==> src/rtl/dispensador_pkg.sv <==
// Shared definitions for the change/drink dispenser: state encodings and coin values.
package dispensador_pkg;

    typedef enum logic [2:0] {
        StOcioso      = 3'd0,
        StRefri       = 3'd1,
        StEsperaRefri = 3'd2,
        StEscolhe     = 3'd3,
        StEjeta       = 3'd4,
        StEspera      = 3'd5,
        StFim         = 3'd6,
        StErro        = 3'd7
    } estado_t;

    localparam int unsigned VAL_A = 2;
    localparam int unsigned VAL_B = 1;

endpackage

==> src/rtl/dispensador_troco_temporizador.sv <==
// Sensor-wait timer: counts enabled cycles, flags the last cycle before the timeout limit.
module temporizador_espera #(
    parameter int unsigned TIMEOUT_CYC = 16
) (
    input  logic clk,
    input  logic rst,
    input  logic clear_i,
    input  logic enable_i,
    output logic timeout_o
);

    localparam int unsigned TW = $clog2(TIMEOUT_CYC + 1);

    logic [TW-1:0] cont_q;

    always_ff @(posedge clk) begin
        if (rst || clear_i) begin
            cont_q <= '0;
        end else if (enable_i && !timeout_o) begin
            cont_q <= cont_q + TW'(1);
        end
    end

    // Raised during the TIMEOUT_CYC-th waiting cycle so the FSM leaves exactly on that edge.
    assign timeout_o = enable_i && (cont_q == TW'(TIMEOUT_CYC - 1));

endmodule

==> src/rtl/dispensador_troco.sv <==
// Dispense-side controller: ejects a drink and pays change greedily (coin A = 2, coin B = 1).
module dispensador_troco
    import dispensador_pkg::*;
#(
    parameter int unsigned VAL_W       = 3,
    parameter int unsigned CNT_W       = 4,
    parameter int unsigned INIT_COINS  = 8,
    parameter int unsigned TIMEOUT_CYC = 16
) (
    input  logic             clk,
    input  logic             rst,
    input  logic             pedido_valido_i,
    input  logic             pedido_refri_i,
    input  logic [VAL_W-1:0] pedido_troco_i,
    input  logic             sensor_i,
    input  logic             recarga_i,
    output logic             pronto_o,
    output logic             ejeta_refri_o,
    output logic             ejeta_a_o,
    output logic             ejeta_b_o,
    output logic             concluido_o,
    output logic             erro_o,
    output logic [CNT_W-1:0] estoque_a_o,
    output logic [CNT_W-1:0] estoque_b_o,
    output logic [2:0]       saida_estado_o
);

    estado_t          estado_q;
    logic [CNT_W-1:0] estoque_a_q;
    logic [CNT_W-1:0] estoque_b_q;
    logic [VAL_W-1:0] restante_q;
    logic             sel_a_q;
    logic             em_espera;
    logic             timeout;

    assign em_espera = (estado_q == StEsperaRefri) || (estado_q == StEspera);

    temporizador_espera #(
        .TIMEOUT_CYC (TIMEOUT_CYC)
    ) u_temporizador (
        .clk       (clk),
        .rst       (rst),
        .clear_i   (!em_espera),
        .enable_i  (em_espera),
        .timeout_o (timeout)
    );

    always_ff @(posedge clk) begin
        if (rst) begin
            estado_q    <= StOcioso;
            estoque_a_q <= CNT_W'(INIT_COINS);
            estoque_b_q <= CNT_W'(INIT_COINS);
            restante_q  <= '0;
            sel_a_q     <= 1'b0;
        end else begin
            case (estado_q)
                StOcioso: begin
                    // Refill has priority; a simultaneous request is dropped.
                    if (recarga_i) begin
                        estoque_a_q <= CNT_W'(INIT_COINS);
                        estoque_b_q <= CNT_W'(INIT_COINS);
                    end else if (pedido_valido_i) begin
                        restante_q <= pedido_troco_i;
                        estado_q   <= pedido_refri_i ? StRefri : StEscolhe;
                    end
                end
                StRefri: estado_q <= StEsperaRefri;
                StEsperaRefri, StEspera: begin
                    if (sensor_i) begin
                        estado_q <= StEscolhe;
                    end else if (timeout) begin
                        estado_q <= StErro;
                    end
                end
                StEscolhe: begin
                    if (restante_q == '0) begin
                        estado_q <= StFim;
                    end else if (restante_q >= VAL_W'(VAL_A) && estoque_a_q != '0) begin
                        sel_a_q  <= 1'b1;
                        estado_q <= StEjeta;
                    end else if (restante_q >= VAL_W'(VAL_B) && estoque_b_q != '0) begin
                        sel_a_q  <= 1'b0;
                        estado_q <= StEjeta;
                    end else begin
                        estado_q <= StErro;
                    end
                end
                StEjeta: begin
                    if (sel_a_q) begin
                        estoque_a_q <= estoque_a_q - CNT_W'(1);
                        restante_q  <= restante_q - VAL_W'(VAL_A);
                    end else begin
                        estoque_b_q <= estoque_b_q - CNT_W'(1);
                        restante_q  <= restante_q - VAL_W'(VAL_B);
                    end
                    estado_q <= StEspera;
                end
                StFim: estado_q <= StOcioso;
                StErro: begin
                    restante_q <= '0;
                    if (recarga_i) begin
                        estoque_a_q <= CNT_W'(INIT_COINS);
                        estoque_b_q <= CNT_W'(INIT_COINS);
                        estado_q    <= StOcioso;
                    end
                end
                default: estado_q <= StOcioso;
            endcase
        end
    end

    assign pronto_o       = (estado_q == StOcioso) && !recarga_i;
    assign ejeta_refri_o  = (estado_q == StRefri);
    assign ejeta_a_o      = (estado_q == StEjeta) && sel_a_q;
    assign ejeta_b_o      = (estado_q == StEjeta) && !sel_a_q;
    assign concluido_o    = (estado_q == StFim);
    assign erro_o         = (estado_q == StErro);
    assign estoque_a_o    = estoque_a_q;
    assign estoque_b_o    = estoque_b_q;
    assign saida_estado_o = estado_q;

endmodule

==> config.mk <==
export PLATFORM = sky130hd
export DESIGN_NAME = dispensador_troco
export DESIGN_NICKNAME = d
export VERILOG_FILES = /design/src/rtl/dispensador_pkg.sv /design/src/rtl/dispensador_troco_temporizador.sv /design/src/rtl/dispensador_troco.sv
export SDC_FILE = /design/constraint.sdc
export NUM_CORES = 1
export LEC_CHECK = 0
export CORE_AREA = 2 2 52 64
export CTS_CLUSTER_DIAMETER = 200
export DETAILED_ROUTE_END_ITERATION = 10
export DIE_AREA = 0 0 54 66
export HOLD_SLACK_MARGIN = 0.02
export PLACE_DENSITY = 0.78
export SYNTH_ARGS = -nofsm -noshare
export SYNTH_HDL_FRONTEND = slang
export SYNTH_HIERARCHICAL = 1
export SYNTH_SLANG_ARGS = --single-unit
==> constraint.sdc <==
create_clock -name clk -period 6.09 [get_ports clk]
set_clock_uncertainty 0.15 [all_clocks]
set_input_delay 1.827 -clock clk [delete_from_list [all_inputs] [get_ports clk]]
set_output_delay 1.827 -clock clk [all_outputs]
set_load 0.01 [all_outputs]
**Yosys cells after proc, flatten, opt, wreduce, memory -nomap -nowiden**

Cells that the tools add are included.

- Bits in registers: 20
- Bits in latches: 0
- RAM bits: 0
- Bits in read-only memories: 0
- Output and inout bits: 17
- Logic and storage cells: 77
- Memories: 0

- Add/sub/neg operators: 5
- Multipliers: 0
- Div/mod/pow operators: 0
- Order comparisons: 2
- Equality and inequality tests: 15
- Shift operators: 0
- Muxes and demuxes: 21
- Bitwise gates (word level): 1
- Reductions and logical operators: 27

Operator list:

| cell | count |
|---|---|
| two-way mux 3 bit | 8 |
| one-hot mux 3 bit (7 select lines) | 1 |
| one-hot mux 4 bit (2 select lines) | 2 |
| equality test 3 bit, second input constant | 4 |
| two-way mux 4 bit | 3 |
| AND reduction 3 bit | 4 |
| != test 2 bit, second input constant | 5 |
| one-hot mux 3 bit (3 select lines) | 1 |
| two-way mux 2 bit | 4 |
| nonzero test 4 bit | 2 |
| subtractor 4 x 1 -> 4 bit, second input constant | 2 |
| logical AND 1 bit | 7 |
| equality test 3 x 2 -> 1 bit, second input constant | 2 |
| zero test 3 bit | 2 |
| adder 5 x 1 -> 5 bit, second input constant | 1 |
| equality test 5 x 4 -> 1 bit, second input constant | 1 |
| zero test 1 bit | 4 |
| AND reduction 4 bit | 1 |
| nonzero test 2 bit | 2 |
| OR reduction 2 bit | 2 |
| equality test 3 x 1 -> 1 bit, second input constant | 1 |
| >= comparator 3 x 1 -> 1 bit, second input constant | 1 |
| >= comparator 3 x 2 -> 1 bit, second input constant | 1 |
| != test 3 x 2 -> 1 bit, second input constant | 1 |
| other kinds (7) | 9 |

**Depth between registers and ports, before layout**

- Depth after elaboration: 6
- Gate-level depth with buffers: 8
- Gate-level depth less buffers: 7

**By module**

Netlist, hierarchy kept.

Modules (own cells, without submodules):

| module | times used | cells each | area each (um^2) |
|---|---|---|---|
| dispensador_troco | 1 | 126 | 1047.3 |
| temporizador_espera | 1 | 27 | 249.0 |

**Least setup slack after synthesis**

No wires, ideal clock.

- Path kind: input -> output
- From: input recarga_i
- To: output pronto_o
- Arrival: 2180 ps
- Data required time: 4113 ps
- Path slack: 1933 ps
- Stages on the path: 1
- Path through: nor4_1

- Longest elaborated chain between the ends: 2

RTL lines:

| what | RTL line | RTL |
|---|---|---|
| start: declaration | dispensador_troco.sv:16 | `input logic recarga_i,` |
| zero test 1 bit | dispensador_troco.sv:112 | `assign pronto_o = (estado_q == StOcioso) && !recarga_i;` |
| logical AND 1 bit | dispensador_troco.sv:112 |  |
| end: declaration | dispensador_troco.sv:17 | `output logic pronto_o,` |

No other way between the ends.

**Worst setup path after layout**

Same ends and word-level chain as after synthesis.

==> flow_metrics.tcl <==
set metrics [dict create \
    place.gp.congestion 0.817 \
    drt-total-wl_um 2830 \
    outcome "finished, final reports clean" \
    synth_cell_type_count 47 \
    timing.setup.tns_ns 0 \
    postPlaceCellArea_um2 1570 \
    initialDrtViolationCount 34 \
    min_period_over_period_pct 85.6 \
    yosys_warnings 6 \
    synth_enable_flop_cells 0 \
    postSynthAreaPerCell_um2 8.47 \
    floorplan.initialDensity_pct 43.6 \
    number_of_global_route_vias_before_repair 1135 \
    grt_setup_unrepaired "false" \
    tritoncts "yes" \
    cpPeakStageDelay_ns 0.59 \
    critPathMostFrequentCell "sky130_fd_sc_hd__clkdlybuf4s50_1" \
    fraction_of_final_layout_cells_with_drive_strength_greater_than_1_pct 8.99 \
    finalCoreUtilization_pct 54.5 \
    timing_worst_slew_pin_value_ns 0.512 \
    most_common_library_cell_in_the_layout_ignoring_fill_and_taps "sky130_fd_sc_hd__clkdlybuf4s50_1" \
    cts_sinks 20 \
    insertion_delay_ns 0.31 \
    area_of_the_mapped_netlist_um2 1300 \
    net_count_of_the_finished_layout 198 \
    std_cell_rows 22 \
    final-seq-area_um2 400 \
    core_area_um2 2970 \
    area_occupied_by_multi_input_gates_um2 827 \
    cts_post_setup_buffers_inserted 0 \
    height_of_the_chip_um 66 \
    cts-resized-gates 0 \
    synth.net_count 172 \
    floorplan.die_area_um2 3560 \
    worst_slack_ns 0.878 \
    first_pass_iters 4 \
    cts_buffers 3 \
    grt.overflow.total 0 \
    post-dp-hpwl_um 2170 \
    timing.max_cap.violations 0 \
    synth_seq_area_share_pct 30.9 \
    diodes 0 \
    final_number_of_hold_violating_endpoints 0 \
    number_of_buffers_and_inverters_on_the_critical_path 2 \
    worst_setup_path_start_kind "input pin" \
    cpMaxStageDelayCell "sky130_fd_sc_hd__clkdlybuf4s50_1" \
    first_pass_grt_wire_length_um 4840 \
    vdd_drop_max_mv 0.261 \
    required_ns 4.11 \
    clkSlewWorstSetupHoldPaths_ns 0.12 \
    die_width_um 54 \
    cts-hold-fix-buffers 0 \
    totalPowerFinal_mw 0.777 \
    routed_wire_length_per_instance_um 13.2 \
    finalWorstPathRequiredPeriod_ns 5.21 \
    power-per-cell-area_nw_per_um2 479 \
    timing.critical_path.max_delay_family "buffers and inverters" \
    crit_path_max_fanout 7 \
    hold_removal_path_class "reg -> reg" \
    setup_viol 0 \
    final_cell_mix "sky130_fd_sc_hd__clkdlybuf4s50_1 (25), sky130_fd_sc_hd__nor2_1 (21), sky130_fd_sc_hd__dfxtp_1 (20), sky130_fd_sc_hd__inv_1 (12)" \
    synth_cells 153 \
    report.final.slew_viol_count 0 \
    worst_max_slew_margin_expressed_relative_to_the_limit_pct 65.8 \
    cts_root_buf "sky130_fd_sc_hd__clkbuf_4" \
    total_leakage_power_nw 0.607 \
    numPortBuffers 25 \
    io_pins 26 \
    detail-route-antenna-nets 0 \
    post-place-ws_ns 0.881 \
    cts_htree_levels 1 \
    type_of_the_worst_setup_path "in -> out" \
    number_of_antenna_violations_at_the_first_check_in_global_routing 0 \
    n_fill_cell 274 \
    crit_chain "clkdlybuf4s50_1, nor4_1, clkdlybuf4s50_1" \
    flow.area_growth_from_synthesis_pct 25.0 \
    vias 1172 \
    achievable_freq_ghz 0.192 \
    ctsLongestPathBuffers 2 \
    async_reset_ff_share_pct 0 \
    remaining_drc_errors 0 \
    detail_route.vias_per_cell 5.48 \
    final_design_area_no_fill_um2 1620 \
    worst_setup_path_end_kind "output port" \
    grt_start_max_net_pins 18 \
    track_usage_pct 17.9 \
    dominantRegCellSynth "sky130_fd_sc_hd__dfxtp_1" \
    cp_data_arrival_time_ns 3.24 \
    ys_ff_latch 20 \
]
## layout make-up
cell class	count	area share (%)
inverter	12	2.78
multi-input combinational	117	51.0
timing repair buffer	25	15.4
clock buffer	3	1.39
sequential	20	24.7
tap	36	2.78
clock inverter	1	1.85
## cells by family (layout without fill, tap and decap cells)
kind of cell             Yosys count  after routing  synth area share [%]
XOR/XNOR                           7              7                  4.73
adder cells (fa/ha/maj)           10             10                  9.65
buffers and inverters             16             41                  5.31
AND/OR/NAND/NOR                   58             58                  25.4
flip-flops                        20             20                  30.9
multiplexers                       1              1                 0.772
AO/OA/AOI/OAI                     41             41                  23.3
## worst reg2reg max path, stage by stage (launching register included)
cell and delay (ns):
sky130_fd_sc_hd__dfxtp_1 0.66, sky130_fd_sc_hd__and3b_1 0.25, sky130_fd_sc_hd__a21oi_2 0.16, sky130_fd_sc_hd__inv_1 0.12, sky130_fd_sc_hd__and2_2 0.21, sky130_fd_sc_hd__o311a_2 0.42, sky130_fd_sc_hd__a311oi_1 0.27
## report_power, final
part	internal (mW)	total, mW	switching [mW]
registers	0.166	0.227	0.0613
logic	0.214	0.438	0.225
clock network	0.0665	0.111	0.0446
total	0.446	0.777	0.331
## metrics by stage
| stage | hold WS, ns | instances |
|---|---|---|
| 6_report | 0.342 | 214 |
| 2_1_floorplan | 0.302 | 153 |
| 4_1_cts | 0.339 | 214 |
| 3_3_place_gp | 0.317 | 210 |
| 5_1_grt | 0.377 | 214 |
| 3_5_place_dp | 0.321 | 210 |
## metal layers
| metal | vias up | global-route usage, % | part of all wire, % |
|---|---|---|---|
| met5 | - | 0 | 0 |
| met4 | 0 | 5.63 | 1.2 |
| met3 | 6 | 2.49 | 5.3 |
| met2 | 40 | 30.9 | 52 |
| met1 | 535 | 22.5 | 41 |
| li1 | 591 | - | - |
## state kept, by name, summed over array words and instances (netlist names)
name	cells
estoque_a_o	4
saida_estado_o	3
estoque_b_o	4
sel_a_q	1
restante_q	3
u_temporizador/cont_q	5
## cells in the mapped netlist (all sizes together), types with 3 or more instances
library cell	number	area, um^2
a211oi	6	45.0
a21oi	11	58.8
a221oi	3	26.3
a22oi	5	42.5
and2	3	20.0
dfxtp	20	400
ha	10	125
inv	12	45.0
nand2	5	18.8
nand2b	10	70.1
nor2	21	78.8
o21ai	9	48.8
or3	3	18.8
xnor2	5	43.8
## worst paths after layout
kind	depth (start not counted)	from	slack (ns)	to
setup / recovery	3	recarga_i	0.88	pronto_o
hold / removal	2	u_temporizador/cont_q[1]	0.34	u_temporizador/cont_q[1]
setup reg to reg	6	saida_estado_o[1]	3.76	saida_estado_o[1]
hold reg to reg	2	u_temporizador/cont_q[1]	0.34	u_temporizador/cont_q[1]
(Power assumes the default switching activity.)
